File: src/rtl/spi_slave.sv
// Mode-0 SPI slave, oversampled in the clk_i domain: synchronized SCLK/CS_N/MOSI,
// one-byte TX holding register, level-valid RX byte with overrun/underrun pulses.
module spi_slave #(
    parameter int unsigned SYNC_STAGES = 2
) (
    input  logic       clk_i,
    input  logic       rst_n_i,
    input  logic       sclk_i,
    input  logic       cs_n_i,
    input  logic       mosi_i,
    output logic       miso_o,
    output logic       miso_oe_o,
    input  logic [7:0] tx_data_i,
    input  logic       tx_load_i,
    output logic       tx_ready_o,
    output logic [7:0] rx_data_o,
    output logic       rx_valid_o,
    input  logic       rx_ack_i,
    output logic       rx_overrun_o,
    output logic       tx_underrun_o,
    output logic [9:0] n_rx_o,
    output logic       busy_o
);

    typedef enum logic {StIdle, StShift} state_e;

    logic [SYNC_STAGES-1:0] sclk_sync_q, sclk_sync_d;
    logic [SYNC_STAGES-1:0] cs_sync_q, cs_sync_d;
    logic [SYNC_STAGES-1:0] mosi_sync_q, mosi_sync_d;
    logic sclk_s, cs_s, mosi_s;
    logic sclk_prev_q, cs_prev_q, mosi_prev_q;
    logic sclk_rise_q, sclk_rise_d, sclk_fall_q, sclk_fall_d;
    logic cs_rise_q, cs_rise_d, cs_fall_q, cs_fall_d;

    state_e     state_q, state_d;
    logic [2:0] bit_cnt_q, bit_cnt_d;
    logic [7:0] tx_shift_q, tx_shift_d;
    logic [7:0] rx_shift_q, rx_shift_d;
    logic [7:0] hold_q, hold_d;
    logic       hold_full_q, hold_full_d;
    logic       miso_q, miso_d;
    logic       oe_q, oe_d;
    logic [7:0] rx_data_q, rx_data_d;
    logic       rx_valid_q, rx_valid_d;
    logic       overrun_q, overrun_d;
    logic       underrun_q, underrun_d;
    logic [9:0] n_rx_q, n_rx_d;
    logic       need_load;
    logic [7:0] load_byte;

    assign sclk_s = sclk_sync_q[SYNC_STAGES-1];
    assign cs_s   = cs_sync_q[SYNC_STAGES-1];
    assign mosi_s = mosi_sync_q[SYNC_STAGES-1];

    always_comb begin
        sclk_sync_d = {sclk_sync_q[SYNC_STAGES-2:0], sclk_i};
        cs_sync_d   = {cs_sync_q[SYNC_STAGES-2:0], cs_n_i};
        mosi_sync_d = {mosi_sync_q[SYNC_STAGES-2:0], mosi_i};
        sclk_rise_d = sclk_s & ~sclk_prev_q;
        sclk_fall_d = ~sclk_s & sclk_prev_q;
        cs_rise_d   = cs_s & ~cs_prev_q;
        cs_fall_d   = ~cs_s & cs_prev_q;
    end

    // A byte-boundary reload is skipped when the selection is ending anyway.
    assign need_load = ((state_q == StIdle) && cs_fall_q) ||
                       ((state_q == StShift) && sclk_fall_q && (bit_cnt_q == 3'd0) && !cs_rise_q);

    always_comb begin
        load_byte = 8'h00;
        if (hold_full_q) begin
            load_byte = hold_q;
        end else if (tx_load_i) begin
            load_byte = tx_data_i;
        end
    end

    always_comb begin
        state_d     = state_q;
        bit_cnt_d   = bit_cnt_q;
        tx_shift_d  = tx_shift_q;
        rx_shift_d  = rx_shift_q;
        hold_d      = hold_q;
        hold_full_d = hold_full_q;
        miso_d      = miso_q;
        oe_d        = oe_q;
        rx_data_d   = rx_data_q;
        rx_valid_d  = rx_valid_q;
        overrun_d   = 1'b0;
        underrun_d  = need_load & ~hold_full_q & ~tx_load_i;
        n_rx_d      = n_rx_q;

        if (rx_ack_i) begin
            rx_valid_d = 1'b0;
        end
        if (need_load) begin
            hold_full_d = 1'b0;
        end else if (tx_load_i && !hold_full_q) begin
            hold_d      = tx_data_i;
            hold_full_d = 1'b1;
        end

        unique case (state_q)
            StIdle: begin
                if (cs_fall_q) begin
                    state_d    = StShift;
                    bit_cnt_d  = 3'd0;
                    tx_shift_d = load_byte;
                    miso_d     = load_byte[7];
                    oe_d       = 1'b1;
                end
            end
            StShift: begin
                if (sclk_rise_q) begin
                    rx_shift_d = {rx_shift_q[6:0], mosi_prev_q};
                    bit_cnt_d  = bit_cnt_q + 3'd1;
                    if (bit_cnt_q == 3'd7) begin
                        rx_data_d  = {rx_shift_q[6:0], mosi_prev_q};
                        rx_valid_d = 1'b1;
                        overrun_d  = rx_valid_q & ~rx_ack_i;
                        n_rx_d     = n_rx_q + 10'd1;
                    end
                end else if (sclk_fall_q) begin
                    if (bit_cnt_q != 3'd0) begin
                        tx_shift_d = {tx_shift_q[6:0], 1'b0};
                        miso_d     = tx_shift_q[6];
                    end else if (need_load) begin
                        tx_shift_d = load_byte;
                        miso_d     = load_byte[7];
                    end
                end
                if (cs_rise_q) begin
                    state_d    = StIdle;
                    bit_cnt_d  = 3'd0;
                    oe_d       = 1'b0;
                    miso_d     = 1'b0;
                    rx_shift_d = 8'h00;
                end
            end
            default: state_d = StIdle;
        endcase
    end

    always_ff @(posedge clk_i) begin
        if (!rst_n_i) begin
            sclk_sync_q <= '0;
            cs_sync_q   <= '1;
            mosi_sync_q <= '0;
            sclk_prev_q <= 1'b0;
            cs_prev_q   <= 1'b1;
            mosi_prev_q <= 1'b0;
            sclk_rise_q <= 1'b0;
            sclk_fall_q <= 1'b0;
            cs_rise_q   <= 1'b0;
            cs_fall_q   <= 1'b0;
            state_q     <= StIdle;
            bit_cnt_q   <= 3'd0;
            tx_shift_q  <= 8'h00;
            rx_shift_q  <= 8'h00;
            hold_q      <= 8'h00;
            hold_full_q <= 1'b0;
            miso_q      <= 1'b0;
            oe_q        <= 1'b0;
            rx_data_q   <= 8'h00;
            rx_valid_q  <= 1'b0;
            overrun_q   <= 1'b0;
            underrun_q  <= 1'b0;
            n_rx_q      <= 10'd0;
        end else begin
            sclk_sync_q <= sclk_sync_d;
            cs_sync_q   <= cs_sync_d;
            mosi_sync_q <= mosi_sync_d;
            sclk_prev_q <= sclk_s;
            cs_prev_q   <= cs_s;
            mosi_prev_q <= mosi_s;
            sclk_rise_q <= sclk_rise_d;
            sclk_fall_q <= sclk_fall_d;
            cs_rise_q   <= cs_rise_d;
            cs_fall_q   <= cs_fall_d;
            state_q     <= state_d;
            bit_cnt_q   <= bit_cnt_d;
            tx_shift_q  <= tx_shift_d;
            rx_shift_q  <= rx_shift_d;
            hold_q      <= hold_d;
            hold_full_q <= hold_full_d;
            miso_q      <= miso_d;
            oe_q        <= oe_d;
            rx_data_q   <= rx_data_d;
            rx_valid_q  <= rx_valid_d;
            overrun_q   <= overrun_d;
            underrun_q  <= underrun_d;
            n_rx_q      <= n_rx_d;
        end
    end

    assign miso_o        = miso_q;
    assign miso_oe_o     = oe_q;
    assign tx_ready_o    = ~hold_full_q;
    assign rx_data_o     = rx_data_q;
    assign rx_valid_o    = rx_valid_q;
    assign rx_overrun_o  = overrun_q;
    assign tx_underrun_o = underrun_q;
    assign n_rx_o        = n_rx_q;
    assign busy_o        = (state_q == StShift);

endmodule

File: config.mk
export PLATFORM = sky130hd
export DESIGN_NAME = spi_slave
export DESIGN_NICKNAME = d
export VERILOG_FILES = /design/src/rtl/spi_slave.sv
export SDC_FILE = /design/constraint.sdc
export NUM_CORES = 1
export LEC_CHECK = 0
export BUFFER_PORTS_ARGS = -buffer_cell sky130_fd_sc_hd__buf_2
export CORE_MARGIN = 2
export CORE_UTILIZATION = 55
export CTS_BUF_LIST = sky130_fd_sc_hd__clkbuf_8
export DETAILED_ROUTE_END_ITERATION = 10
export GPL_TIMING_DRIVEN = 0
export PLACE_DENSITY = 0.84
export SKIP_LAST_GASP = 1
export SLEW_MARGIN = 20
export SYNTH_ARGS = -nofsm -noshare
export SYNTH_HDL_FRONTEND = slang
export SYNTH_SLANG_ARGS = --single-unit
File: constraint.sdc
create_clock -name clk_i -period 2.55 [get_ports clk_i]
set_input_delay 0.255 -clock clk_i [delete_from_list [all_inputs] [get_ports clk_i]]
set_output_delay 0.255 -clock clk_i [all_outputs]
set_load 0.1 [all_outputs]
## After elaboration in Yosys (flattened, before gate mapping)

Index checks and enable logic that the tools add are counted.

- Register bits: 63
- Bits of input ports: 15
- Output and inout bits: 25

- $add $sub $neg: 2
- Eq/ne operators: 10
- Muxes and demuxes: 31
- Bitwise logic cells: 17
- Reduce and logical (&&, ||, !) cells: 20

Operator list:

| operator | number |
|---|---|
| $mux 7 | 7 |
| $mux 8 | 2 |
| $mux 1 | 14 |
| $pmux 7 s2 | 1 |
| $reduce_and 4->1 | 3 |
| $add 10x1->10 const B | 1 |
| $not 1->1 | 10 |
| $mux 3 | 3 |
| $ne 3x3->1 const B | 3 |
| $ne 2x2->1 const B | 4 |
| $reduce_and 2->1 | 4 |
| $and 1x1->1 | 7 |
| $pmux 1 s2 | 3 |
| $pmux 3 s2 | 1 |
| $logic_and 1x1->1 | 5 |
| $ne 4x2->1 const B | 1 |
| $add 3x1->3 const B | 1 |
| $eq 3x3->1 const B | 1 |
| $logic_not 3->1 | 1 |
| $ne 3x1->1 const B | 1 |
| $reduce_and 3->1 | 1 |
| $reduce_bool 3->1 | 1 |
| $logic_not 1->1 | 2 |
| $reduce_bool 2->1 | 1 |
| 2 further kinds | 2 |

## Logic depth before layout (Yosys ltp)

- Depth after elaboration: 10
- Depth in mapped cells: 7

## Least setup slack after synthesis

No wires, ideal clock.

- Kind: register to register
- Start point: register state_q (netlist: busy_o)
- End point: register hold_q[7]
- Library setup time: 121 ps
- Arrival time: 1839 ps
- Required time: 2429 ps
- Setup slack: 590 ps
- Cell stages (with the launch flop): 6
- Buffers on the path: 1
- Cells stage by stage: dfxtp_1 -> nor2b_2 -> a311oi_4 -> buf_6 -> nand3_1 -> o21ai_0

- Word-level cells in the longest chain between the ends: 6

Ends and longest elaborated chain:

| element | RTL line | text |
|---|---|---|
| start, declared | 35 | `state_e state_q, state_d;` |
| start signal, assigned | 156 | `state_q <= StIdle;` |
| start signal, assigned | 180 | `state_q <= state_d;` |
| $logic_and 1x1->1 (3 in a row) | 67 | `((state_q == StShift) && sclk_fall_q && (bit_cnt_q == 3'd0) && !cs_rise_q);` |
| $logic_or 1x1->1 * | 66 | `assign need_load = ((state_q == StIdle) && cs_fall_q) \|\|` |
| $not 1->1 (no line) * | n/a |  |
| $reduce_and 2->1 (no line) * | n/a |  |
| end signal, assigned | 184 | `hold_q <= hold_d;` |
| end, declared | 39 | `logic [7:0] hold_q, hold_d;` |

Mark *: on every way between the ends. The rest lies on a longest branch, timed or not.
A chain may end at the register's enable or synchronous reset.

## Worst setup path after layout

- Start point: register hold_full_q
- End point: output port tx_ready_o

- Word-level cells in the longest chain between the ends: 1

Ends and longest elaborated chain:

| element | RTL line | text |
|---|---|---|
| start, declared | 40 | `logic hold_full_q, hold_full_d;` |
| start signal, assigned | 185 | `hold_full_q <= hold_full_d;` |
| $not 1->1 | 198 | `assign tx_ready_o = ~hold_full_q;` |
| end, declared | 15 | `output logic tx_ready_o,` |

No other way between the ends.

==> run_results.csv <==
group,metric,value,unit
global_routing,grt_pass1_wl,8569,um
sta,hold_viol,0,
sta,min_period,1.788,ns
worst_setup_path,required,2.30,ns
route,wl_per_cell,12.92,um
sta,drv_slew,0,
route,drt_pass1_iterations,4,
route,via_per_inst,5.361,
layout,antenna_cells,0,
logic_synthesis,avgSynthCellArea,8.719,um^2
route,drc,0,
global_routing,grt.overflow.total,0,
cts,cts.sinks,63,
logic_synthesis,ys_seq_elements,63,
worst_setup_path,max_stage_delay,0.32,ns
worst_setup_path,path_max_fanout,10,
worst_setup_path,crit_slowest_cell,"dfxtp_1",
placement,gp_congestion,0.7667,
sta,fin_crit_sh,70.11,%
logic_synthesis,ys_async_sr_fraction,0,%
sta,rsz0062_at_grt,"no",
layout,syn_to_final_growth,16.45,%
placement,place_ws,0.8559,ns
route,drt-initial-drc-count,97,
die,core_area,4354,um^2
logic_synthesis,synthDistinctLibCells,36,
hold_path,min_path_type,"in -> reg",
logic_synthesis,netlist_instances,287,
cts,cts_resized,0,
cts,root_buffer,"clkbuf_8",
cts,clock_latency,0.34,ns
die,initial_utilization,57.47,%
worst_setup_path,path_cells,"buf_2, clkbuf_1, inv_1, buf_2",
logic_synthesis,ys_warn_count,0,
logic_synthesis,synth_top_flop_cell,"dfxtp_1",
worst_setup_path,crit_type,"reg -> out",
cts,clkTransAtPathRegs,0.06,ns
logic_synthesis,synth-seq-area-share,50.40,%
global_routing,grt_max_degree,11,
worst_setup_path,cp-start-kind,"flip-flop",
logic_synthesis,synth.cell_area,2502,um^2
sta,setup_slack,0.7621,ns
die,io_pins,40,
job,drv_cap,0,
power_and_ir_drop,p_leak,1.248,nW
power_and_ir_drop,powerDensity,635.1,nW/um^2
logic_synthesis,syn_nets,306,
route,ant_nets,0,
run_status,outcome,"finished, final reports clean",
sta,setup_viol,0,
placement,dp_hpwl,3485,um
die,die_h,71.45,um
die,die-area,5105,um^2
sta,worst_slew_pin_slew,0.5176,ns
cts,post-cts-setup-buffer-count,0,
global_routing,antenna_found_initial,0,
sta,fmax,0.5593,GHz
power_and_ir_drop,irDropWorstVdd,0.0004205,V
route,detailroute.via_count,2096,
sta,skew,0.008132,ns
worst_setup_path,crit_top_cell,"buf_2",
cts,holdBufCountCts,0,
worst_setup_path,end_kind,"output port",
die,row_count,24,
worst_setup_path,worstPathArrival,1.53,ns
cts,cts_made_buffers,9,
cts,cts_tree,"yes",
layout,fin_nets,356,
die,fp.dieW,71.45,um
layout,drive_above_1_share,18.29,%
route,totalWireLength,5053,um
cts,clockBufferDepth,2,
cts,h-tree-depth,3,
placement,port_buffers,39,
sta,max_slew_margin,65.49,%
sta,setup_tns,0,ns
logic_synthesis,synth_edf_count,0,
global_routing,first_global_vias,1898,
global_routing,track_usage,21.64,%
## cells in the final DEF (no fill, tap or decap), types with 4 or more instances in the layout
cell      instances
a21oi_1          17
a22oi_1           7
and2_1            7
and3_1            4
buf_2            45
clkbuf_1          8
clkbuf_8         10
dfxtp_1          63
ha_1              4
inv_1             6
mux2i_1           9
nand2_1          57
nand2b_1          9
nand3_1          13
nor2_1           20
o21ai_0          13
o22ai_1           8
xnor2_1           4
## critical path, delay by kind of cell, from the launching register on
kind                   cells  cell delay, ns
buffers and inverters      4            0.88
DFF                        1            0.32
## synthesized netlist by cell type, types with 5 or more instances
master    number  area (um^2)
clkbuf_1       8        30.03
nand2b_1       9        56.30
a22oi_1        7        52.55
buf_2          6        30.03
and2_1         7        43.79
o22ai_1        8        50.05
a21oi_1       17        85.08
mux2i_1        9        90.09
dfxtp_1       63         1261
nand3_1       13        65.06
nand2_1       57        214.0
inv_1          5        18.77
nor2_1        20        75.07
o21ai_0       13        65.06
## worst paths after layout
check                            startpoint                      end  slack, ns  cells after the start
setup / recovery   hold_full_q$_SDFFE_PP0P_               tx_ready_o       0.76                      4
hold / removal                       cs_n_i  cs_sync_q[0]$_SDFF_PN1_        0.1                      2
hold reg to reg     cs_sync_q[0]$_SDFF_PN1_  cs_sync_q[1]$_SDFF_PN1_       0.41                      1
setup reg to reg  bit_cnt_q[0]$_SDFFE_PN0P_   hold_q[3]$_SDFFE_PN0P_       0.80                      7
## per-stage QoR
step                total power [W]  hold WS, ns  instances  utilization, %  cell area [um^2]
floorplan                  0.001132       0.3565        287               -              2502
global placement           0.001166       0.3902        378           63.45              2763
detailed placement         0.001170       0.3979        378           63.45              2763
CTS                        0.001867      0.08540        391           66.93              2914
global route               0.001923       0.1086        391           66.93              2914
finish                     0.001851      0.09845        391           66.93              2914
## logic make-up (layout without fill, tap and decap cells)
| logic type | count (synthesis) | count (layout) | share of synthesized area, % |
|---|---|---|---|
| AO/OA/AOI/OAI | 55 | 55 | 13.65 |
| XOR/XNOR | 7 | 7 | 2.450 |
| adder cells (fa/ha/maj) | 4 | 4 | 2.000 |
| buffers and inverters | 21 | 73 | 3.750 |
| flip-flops | 63 | 63 | 50.40 |
| multiplexers | 9 | 9 | 3.600 |
| AND/OR/NAND/NOR | 128 | 128 | 24.15 |
## routing by layer
| layer | GRT usage, % | vias up | part of all wire [%] |
|---|---|---|---|
| met4 | 9.644 | 0 | 1.9 |
| met1 | 29.10 | 956 | 47 |
| li1 | - | 1071 | - |
| met2 | 32.00 | 59 | 45 |
| met5 | 0 | - | 0 |
| met3 | 6.892 | 10 | 5.8 |
## area by class of cell
cell class | count | area [um^2]
repair buffers | 39 | 195.2
clock buffers | 10 | 137.6
fillers | 355 | 1440
flip-flops and latches | 63 | 1261
plain buffers | 15 | 71.32
well taps | 52 | 65.06
multi-input cells | 203 | 1147
inverters | 6 | 22.52
clock inverters | 3 | 13.76
## registers in the layout, summed over array words and instances (netlist names), 2 cells and up
register     flops
rx_data_o        8
sclk_sync_q      2
rx_shift_q       7
tx_shift_q       7
bit_cnt_q        3
mosi_sync_q      2
n_rx_o          10
hold_q           8
cs_sync_q        2
## where the power goes
part | switching (W) | internal, W
Combinational | 0.0000900 | 0.0000430
Sequential | 0.0000111 | 0.00100
Clock | 0.000347 | 0.000355
Note: power is estimated with default switching activity, not from simulation.
